<file path="config.mk">
export PLATFORM = sky130hd
export DESIGN_NAME = cga_outmux_flat
export DESIGN_NICKNAME = d
export VERILOG_FILES = /design/src/rtl/cga_outmux_if.sv /design/src/rtl/cga_outmux.sv /design/src/flat_wrapper.sv
export SDC_FILE = /design/constraint.sdc
export NUM_CORES = 1
export LEC_CHECK = 0
export ABC_AREA = 1
export CAP_MARGIN = 15
export CORE_MARGIN = 1.5
export CORE_UTILIZATION = 46
export CTS_BUF_LIST = sky130_fd_sc_hd__clkbuf_8
export DETAILED_ROUTE_END_ITERATION = 8
export PLACE_DENSITY_LB_ADDON = 0.2
export SLEW_MARGIN = 20
export SYNTH_ARGS = -nofsm -noshare
export SYNTH_HDL_FRONTEND = slang
export SYNTH_SLANG_ARGS = --single-unit
export TNS_END_PERCENT = 5
</file>
<file path="constraint.sdc">
create_clock -name clk -period 1.9 [get_ports clk]
set_input_delay 0.285 -clock clk [delete_from_list [all_inputs] [get_ports clk]]
set_output_delay 0.285 -clock clk [all_outputs]
set_load 0.05 [all_outputs]
</file>
<file path="src/rtl/cga_outmux_if.sv">
// rtl/cga_outmux_if.sv - CGA analog output selector bus: DAC/composite levels in, selected levels out
interface cga_outmux_if #(
   parameter int RED_W  = 6,
   parameter int GRN_W  = 7,
   parameter int BLU_W  = 6,
   parameter int COMP_W = 7
);
   logic [RED_W-1:0]  rgb_red;
   logic [GRN_W-1:0]  rgb_green;
   logic [BLU_W-1:0]  rgb_blue;
   logic [COMP_W-1:0] comp_video;
   logic              hsync_in;
   logic              vsync_in;
   logic              sw_comp;
   logic              sw_mono;
   logic [RED_W-1:0]  red;
   logic [GRN_W-1:0]  green;
   logic [BLU_W-1:0]  blue;
   logic              hsync_out;
   logic              vsync_out;
   logic [1:0]        mode;
   logic              blanking;

   // Driver side: video source, syncs and config switches
   modport master (
      output rgb_red, rgb_green, rgb_blue, comp_video, hsync_in, vsync_in, sw_comp, sw_mono,
      input  red, green, blue, hsync_out, vsync_out, mode, blanking
   );

   // Selector side
   modport slave (
      input  rgb_red, rgb_green, rgb_blue, comp_video, hsync_in, vsync_in, sw_comp, sw_mono,
      output red, green, blue, hsync_out, vsync_out, mode, blanking
   );
endinterface

</file>
<file path="src/rtl/cga_outmux.sv">
// rtl/cga_outmux.sv - registered RGB/composite/mono output selector with vsync-aligned blanked mode changes (optional mono via CGA_OUTMUX_MONO_EN)
module cga_outmux #(
   parameter int          RED_W        = 6,
   parameter int          GRN_W        = 7,
   parameter int          BLU_W        = 6,
   parameter int          COMP_W       = 7,
   parameter logic [15:0] DEB_MAX      = 16'd50000,
   parameter int          BLANK_FRAMES = 2
) (
   input  logic         clk,
   input  logic         reset_l,
   cga_outmux_if.slave  bus
);

   localparam logic [1:0]  MODE_RGB   = 2'b00;
   localparam logic [1:0]  MODE_COMP  = 2'b01;
   localparam logic [1:0]  MODE_MONO  = 2'b10;
   localparam logic [15:0] DEB_LAST   = DEB_MAX - 16'd1;
   localparam logic [3:0]  BLANK_LOAD = 4'(BLANK_FRAMES);

   typedef enum logic [1:0] {
      ST_RUN   = 2'd0,
      ST_WAIT  = 2'd1,
      ST_BLANK = 2'd2
   } state_t;

   // ---------------------------------------------------------------
   // Switch synchronisers and candidate decode
   // ---------------------------------------------------------------
   logic       comp_s1_q, comp_s2_q;
   logic [1:0] cand;

   // Two-flop synchroniser for the composite switch
   always_ff @(posedge clk or negedge reset_l) begin
      if (!reset_l) begin
         comp_s1_q <= 1'b0;
         comp_s2_q <= 1'b0;
      end else begin
         comp_s1_q <= bus.sw_comp;
         comp_s2_q <= comp_s1_q;
      end
   end

`ifdef CGA_OUTMUX_MONO_EN
   logic mono_s1_q, mono_s2_q;

   // Two-flop synchroniser for the mono switch
   always_ff @(posedge clk or negedge reset_l) begin
      if (!reset_l) begin
         mono_s1_q <= 1'b0;
         mono_s2_q <= 1'b0;
      end else begin
         mono_s1_q <= bus.sw_mono;
         mono_s2_q <= mono_s1_q;
      end
   end

   // Composite wins over mono when both switches are set
   always_comb begin
      cand = MODE_RGB;
      if (comp_s2_q)      cand = MODE_COMP;
      else if (mono_s2_q) cand = MODE_MONO;
   end
`else
   logic unused_sw_mono;
   assign unused_sw_mono = bus.sw_mono;

   // Without mono support the switch choice is composite or RGB only
   always_comb begin
      cand = MODE_RGB;
      if (comp_s2_q) cand = MODE_COMP;
   end
`endif

   // ---------------------------------------------------------------
   // Debounce: candidate must differ from deb_mode for DEB_MAX cycles
   // ---------------------------------------------------------------
   logic [15:0] deb_cnt_q, deb_cnt_d;
   logic [1:0]  deb_mode_q, deb_mode_d;

   // Count consecutive disagreement; adopt the candidate on the last count
   always_comb begin
      deb_cnt_d  = 16'd0;
      deb_mode_d = deb_mode_q;
      if (cand != deb_mode_q) begin
         if (deb_cnt_q == DEB_LAST) begin
            deb_mode_d = cand;
            deb_cnt_d  = 16'd0;
         end else begin
            deb_cnt_d = deb_cnt_q + 16'd1;
         end
      end
   end

   // Debounce state registers
   always_ff @(posedge clk or negedge reset_l) begin
      if (!reset_l) begin
         deb_cnt_q  <= 16'd0;
         deb_mode_q <= MODE_RGB;
      end else begin
         deb_cnt_q  <= deb_cnt_d;
         deb_mode_q <= deb_mode_d;
      end
   end

   // ---------------------------------------------------------------
   // Mode-change FSM
   // ---------------------------------------------------------------
   state_t     state_q, state_d;
   logic [1:0] mode_q, mode_d;
   logic [3:0] frame_cnt_q, frame_cnt_d;
   logic       vs_prev_q;
   logic       vs_rise;

   assign vs_rise = bus.vsync_in & ~vs_prev_q;

   // Next state: commit only on a vsync edge, then blank whole frames.
   // The FSM looks at the registered deb_mode, so a debounce update that
   // coincides with vs_rise is picked up on a later frame.
   always_comb begin
      state_d     = state_q;
      mode_d      = mode_q;
      frame_cnt_d = frame_cnt_q;
      unique case (state_q)
         ST_RUN: begin
            if (deb_mode_q != mode_q) state_d = ST_WAIT;
         end
         ST_WAIT: begin
            if (deb_mode_q == mode_q) begin
               state_d = ST_RUN;
            end else if (vs_rise) begin
               mode_d      = deb_mode_q;
               frame_cnt_d = BLANK_LOAD;
               state_d     = (BLANK_FRAMES == 0) ? ST_RUN : ST_BLANK;
            end
         end
         ST_BLANK: begin
            if (vs_rise) begin
               frame_cnt_d = frame_cnt_q - 4'd1;
               if (frame_cnt_q == 4'd1) state_d = ST_RUN;
            end
         end
         default: begin
            state_d = ST_RUN;
         end
      endcase
   end

   // FSM registers and the previous-vsync sample used for edge detect
   always_ff @(posedge clk or negedge reset_l) begin
      if (!reset_l) begin
         state_q     <= ST_RUN;
         mode_q      <= MODE_RGB;
         frame_cnt_q <= 4'd0;
         vs_prev_q   <= 1'b0;
      end else begin
         state_q     <= state_d;
         mode_q      <= mode_d;
         frame_cnt_q <= frame_cnt_d;
         vs_prev_q   <= bus.vsync_in;
      end
   end

   // ---------------------------------------------------------------
   // Level mapping: composite luma MSB-aligned onto each channel width
   // ---------------------------------------------------------------
   logic [RED_W-1:0] conv_red;
   logic [GRN_W-1:0] conv_grn;
   logic [BLU_W-1:0] conv_blu;

   generate
      if (COMP_W >= RED_W) begin : g_red_trunc
         assign conv_red = bus.comp_video[COMP_W-1 -: RED_W];
      end else begin : g_red_pad
         assign conv_red = {bus.comp_video, {(RED_W-COMP_W){1'b0}}};
      end
      if (COMP_W >= GRN_W) begin : g_grn_trunc
         assign conv_grn = bus.comp_video[COMP_W-1 -: GRN_W];
      end else begin : g_grn_pad
         assign conv_grn = {bus.comp_video, {(GRN_W-COMP_W){1'b0}}};
      end
      if (COMP_W >= BLU_W) begin : g_blu_trunc
         assign conv_blu = bus.comp_video[COMP_W-1 -: BLU_W];
      end else begin : g_blu_pad
         assign conv_blu = {bus.comp_video, {(BLU_W-COMP_W){1'b0}}};
      end
   endgenerate

   logic [RED_W-1:0] red_q, red_d;
   logic [GRN_W-1:0] grn_q, grn_d;
   logic [BLU_W-1:0] blu_q, blu_d;
   logic             hs_q, vs_q;

   // Levels follow the next state/mode so blanking and the new mode
   // appear on the output pins on the same edge as the commit
   always_comb begin
      red_d = '0;
      grn_d = '0;
      blu_d = '0;
      if (state_d != ST_BLANK) begin
         case (mode_d)
            MODE_COMP: begin
               grn_d = conv_grn;
            end
            MODE_MONO: begin
               red_d = conv_red;
               grn_d = conv_grn;
               blu_d = conv_blu;
            end
            default: begin
               red_d = bus.rgb_red;
               grn_d = bus.rgb_green;
               blu_d = bus.rgb_blue;
            end
         endcase
      end
   end

   // Output registers: levels and syncs share one cycle of latency
   always_ff @(posedge clk or negedge reset_l) begin
      if (!reset_l) begin
         red_q <= '0;
         grn_q <= '0;
         blu_q <= '0;
         hs_q  <= 1'b0;
         vs_q  <= 1'b0;
      end else begin
         red_q <= red_d;
         grn_q <= grn_d;
         blu_q <= blu_d;
         hs_q  <= bus.hsync_in;
         vs_q  <= bus.vsync_in;
      end
   end

   assign bus.red       = red_q;
   assign bus.green     = grn_q;
   assign bus.blue      = blu_q;
   assign bus.hsync_out = hs_q;
   assign bus.vsync_out = vs_q;
   assign bus.blanking  = (state_q == ST_BLANK);
`ifdef CGA_OUTMUX_MONO_EN
   assign bus.mode      = mode_q;
`else
   assign bus.mode      = {1'b0, mode_q[0]};
`endif

endmodule

</file>
<file path="src/flat_wrapper.sv">
// flat-port wrapper written by rule: the top's interface ports become plain ports
module cga_outmux_flat 
#(
   parameter int          RED_W        = 6,
   parameter int          GRN_W        = 7,
   parameter int          BLU_W        = 6,
   parameter int          COMP_W       = 7,
   parameter logic [15:0] DEB_MAX      = 16'd50000,
   parameter int          BLANK_FRAMES = 2
)
  (clk, reset_l, bus_rgb_red, bus_rgb_green, bus_rgb_blue, bus_comp_video, bus_hsync_in, bus_vsync_in, bus_sw_comp, bus_sw_mono, bus_red, bus_green, bus_blue, bus_hsync_out, bus_vsync_out, bus_mode, bus_blanking);
  cga_outmux_if #(.RED_W(RED_W), .GRN_W(GRN_W), .BLU_W(BLU_W), .COMP_W(COMP_W)) bus_i ();
  input  logic clk;
  input  logic reset_l;
  input wire logic [$bits(bus_i.rgb_red)-1:0] bus_rgb_red;
  input wire logic [$bits(bus_i.rgb_green)-1:0] bus_rgb_green;
  input wire logic [$bits(bus_i.rgb_blue)-1:0] bus_rgb_blue;
  input wire logic [$bits(bus_i.comp_video)-1:0] bus_comp_video;
  input wire logic [$bits(bus_i.hsync_in)-1:0] bus_hsync_in;
  input wire logic [$bits(bus_i.vsync_in)-1:0] bus_vsync_in;
  input wire logic [$bits(bus_i.sw_comp)-1:0] bus_sw_comp;
  input wire logic [$bits(bus_i.sw_mono)-1:0] bus_sw_mono;
  output wire logic [$bits(bus_i.red)-1:0] bus_red;
  output wire logic [$bits(bus_i.green)-1:0] bus_green;
  output wire logic [$bits(bus_i.blue)-1:0] bus_blue;
  output wire logic [$bits(bus_i.hsync_out)-1:0] bus_hsync_out;
  output wire logic [$bits(bus_i.vsync_out)-1:0] bus_vsync_out;
  output wire logic [$bits(bus_i.mode)-1:0] bus_mode;
  output wire logic [$bits(bus_i.blanking)-1:0] bus_blanking;
  assign bus_i.rgb_red = bus_rgb_red;
  assign bus_i.rgb_green = bus_rgb_green;
  assign bus_i.rgb_blue = bus_rgb_blue;
  assign bus_i.comp_video = bus_comp_video;
  assign bus_i.hsync_in = bus_hsync_in;
  assign bus_i.vsync_in = bus_vsync_in;
  assign bus_i.sw_comp = bus_sw_comp;
  assign bus_i.sw_mono = bus_sw_mono;
  assign bus_red = bus_i.red;
  assign bus_green = bus_i.green;
  assign bus_blue = bus_i.blue;
  assign bus_hsync_out = bus_i.hsync_out;
  assign bus_vsync_out = bus_i.vsync_out;
  assign bus_mode = bus_i.mode;
  assign bus_blanking = bus_i.blanking;
  cga_outmux #(.RED_W(RED_W), .GRN_W(GRN_W), .BLU_W(BLU_W), .COMP_W(COMP_W), .DEB_MAX(DEB_MAX), .BLANK_FRAMES(BLANK_FRAMES)) u_core (.clk(clk), .reset_l(reset_l), .bus(bus_i));
endmodule
</file>
==> out/results.ini <==
[setup_path]
endpoint_kind=flip-flop
r2r_slack_ns=0.12
crit_start=bus_vsync_in
path_max_fanout=7
path_class=primary input to flip-flop
crit_required_ns=2.12
crit_chain=clkdlybuf4s50_1 -> inv_1 -> nor2_2 -> nand2_2 -> nor2_4 -> or2_4 -> o21ai_2 -> ha_4 -> buf_4 -> nand2_1 -> a21oi_2
rr_worst_depth=9
slowest_delay_ns=0.48
cp-start-kind=primary input
worstPathArrival_ns=2.07
cp_slowest_cell=clkdlybuf4s50_1
cp-endpoint=u_core.bus.green[6]
r2r-start=u_core.vs_prev_q
worst_r2r_endpoint=u_core.bus.green[6]

[timing]
setup_viol=0
tightest_slew_ns=0.535
report.final.slew_viol_count=0
rsz0062_at_grt=yes
slew_headroom=0.642
fin_crit_ns=1.85
fmax_ghz=0.541
finalCritPeriodShare=0.974
fin_worst_skew_ns=0.00853
final_hold_viol_count=0

[clock_tree]
numCtsBuffers=5
cts_buffer_depth=2
cts_root_buffer=clkbuf_8
htree_num_levels=2
cts_tree=yes
cts.sinks=48
clk_pin_slew_worst_paths_ns=0.08
insertion_delay_ns=0.30

[power]
power_density_mw_per_mm2=1340
p_leak_nw=1.35
vdd_drop_max_v=0.000955

[global_route]
grt_pass1_vias=1858
grt_pass1_wl_mm=8.15
grt_start_max_net_pins=40
antenna_found_initial=0
grt_overflow=0
grt_use_total=0.199

[placement]
place_area_mm2=0.00292
portBuffers=53
dp_hpwl_mm=3.39
gp_congestion=0.873
placed_cells=385

[synth]
synth_top_cell_by_area=dfrtp_1
yosys_warnings=0
yosys.area.top_type_share=0.527
synth.area.top_cells=dfrtp_1 53%, nand2_1 10%, nor2_1 7.1%
synth_cell_types=27
syn_nets=302
async_reset_ff_frac=1.00
synth_most_common_cell=nand2_1
ys_ff_latch=48
ys_seq_area_frac=0.527
synth_edf_count=0
yosys-top-cells-count=61 x nand2_1, 48 x dfrtp_1, 43 x nor2_1
avgSynthCellArea_um2=8.57
syn-instance-count=266
synthFlopType=dfrtp_1
netlist_area_mm2=0.00228

[route]
num_vias=1869
drt.antenna.violating_nets=0
drtIter0Drc=117
viasPerCell=4.71
drt_wl_total_mm=4.67
first_pass_iters=4
avgRoutedWirePerCell_um=11.8
drc_errors=0

[worst_hold_path]
hold_path_class=flip-flop to flip-flop

[die]
die_w_um=73.4
die_y_um=73.4
dieArea_mm2=0.00538
io_pins=56
coreArea_mm2=0.00475
rows=25
start_util=0.479

[finish]
nets=365
area_growth_pct=34.2
fin_cells=397
fin_area_mm2=0.00306
antenna_cells=0
drive_gt1_frac=0.148

[job]
cap_violations=0

[outcome]
status=completed

==> power breakdown <==
part	internal, mW	switching (mW)	leakage, nW
Sequential	1.29	0.101	0.617
Combinational	0.743	1.38	0.680
Clock	0.248	0.328	0.0505
Total	2.28	1.81	1.35
==> what timing repair did <==
action                     CTS  global route
pin swaps                    0             4
resized for setup            2             5
hold endpoints to repair     9             0
cloned                       1             0
setup buffers                0             2
setup endpoints to repair   10            19
hold buffers                 1             0
==> stage by stage <==
step	utilization	setup WS [ns]	TNS, ns	hold slack (ns)	total power [mW]
after global routing	0.643	-0.0528	-0.197	0.357	4.35
after floorplan	-	-0.0369	-0.348	-0.0106	2.87
after CTS	0.636	0.0661	0	0.355	4.08
final	0.643	0.0502	0	0.353	4.09
after global placement	0.614	-0.298	-5.29	0.174	3.42
after detailed placement	0.614	-0.350	-5.90	0.174	3.45
==> how the worst min path moves through the flow <==
stage	slack, ns	to	cells after the start	startpoint
after floorplan	-0.01	u_core.bus.blue[0]	0	reset_l
after global placement	0.17	u_core.deb_cnt_q[7]	1	reset_l
after detailed placement	0.17	u_core.deb_cnt_q[7]	1	reset_l
after CTS	0.36	u_core.comp_s2_q	0	u_core.comp_s1_q
after global routing	0.36	u_core.comp_s2_q	0	u_core.comp_s1_q
final	0.35	u_core.comp_s2_q	0	u_core.comp_s1_q
==> layout by cell type (no fill, tap or decap), types with 5 or more instances in the layout <==
| cell type | instances |
|---|---|
| nand2_1 | 59 |
| clkdlybuf4s50_1 | 51 |
| dfrtp_1 | 47 |
| nor2_1 | 43 |
| inv_1 | 25 |
| nand3_1 | 12 |
| o21ai_1 | 12 |
| a21oi_1 | 10 |
| nand2_2 | 9 |
| buf_4 | 7 |
| nor2_4 | 6 |
| nor2_2 | 5 |
| o21ai_0 | 5 |
| clkbuf_8 | 5 |
==> worst max-delay path: cells and delay by family <==
family          cells  cell delay [ns]
compound gates      2             0.22
fa+ha+maj           1             0.33
buf+inv             3             0.70
simple gates        5             0.53
==> per-layer routing <==
layer / part of all wire / up-vias / wire [µm] / track usage
met5: 0 / - / 0 / 0
li1: - / 960 / - / -
met1: 0.45 / 855 / 2100 / 0.251
met4: 0.012 / 0 / 56 / 0.0617
met2: 0.45 / 47 / 2130 / 0.313
met3: 0.084 / 7 / 391 / 0.0809
==> kinds of logic after synthesis <==
family,share of synthesized area
adders and majority gates,0.0220
and+or+nand+nor,0.284
xor gates and xnor gates,0.0187
buffers and inverters,0.0675
DFF,0.527
other,0.00165
AOI/OAI and AO/OA,0.0785
==> state kept, by name, summed over array words and instances (netlist names) <==
register,count
u_core.bus.blue,6
u_core.vs_prev_q,1
u_core.bus.green,7
u_core.deb_mode_q,1
u_core.comp_s2_q,1
u_core.bus.hsync_out,1
u_core.deb_cnt_q,16
u_core.mode_q,2
u_core.state_q,2
u_core.bus.red,6
u_core.frame_cnt_q,4
u_core.comp_s1_q,1
==> final cells by class <==
cell class / count / area (µm²)
multi-input cells: 184 / 956
repair inverters: 1 / 6.26
repair buffers: 62 / 618
clock inverters: 3 / 12.5
inverters: 27 / 109
flip-flops and latches: 48 / 1200
well taps: 67 / 83.8
clock buffers: 5 / 68.8
fillers: 416 / 1700
No activity file was read; power rests on OpenSTA's default activity.
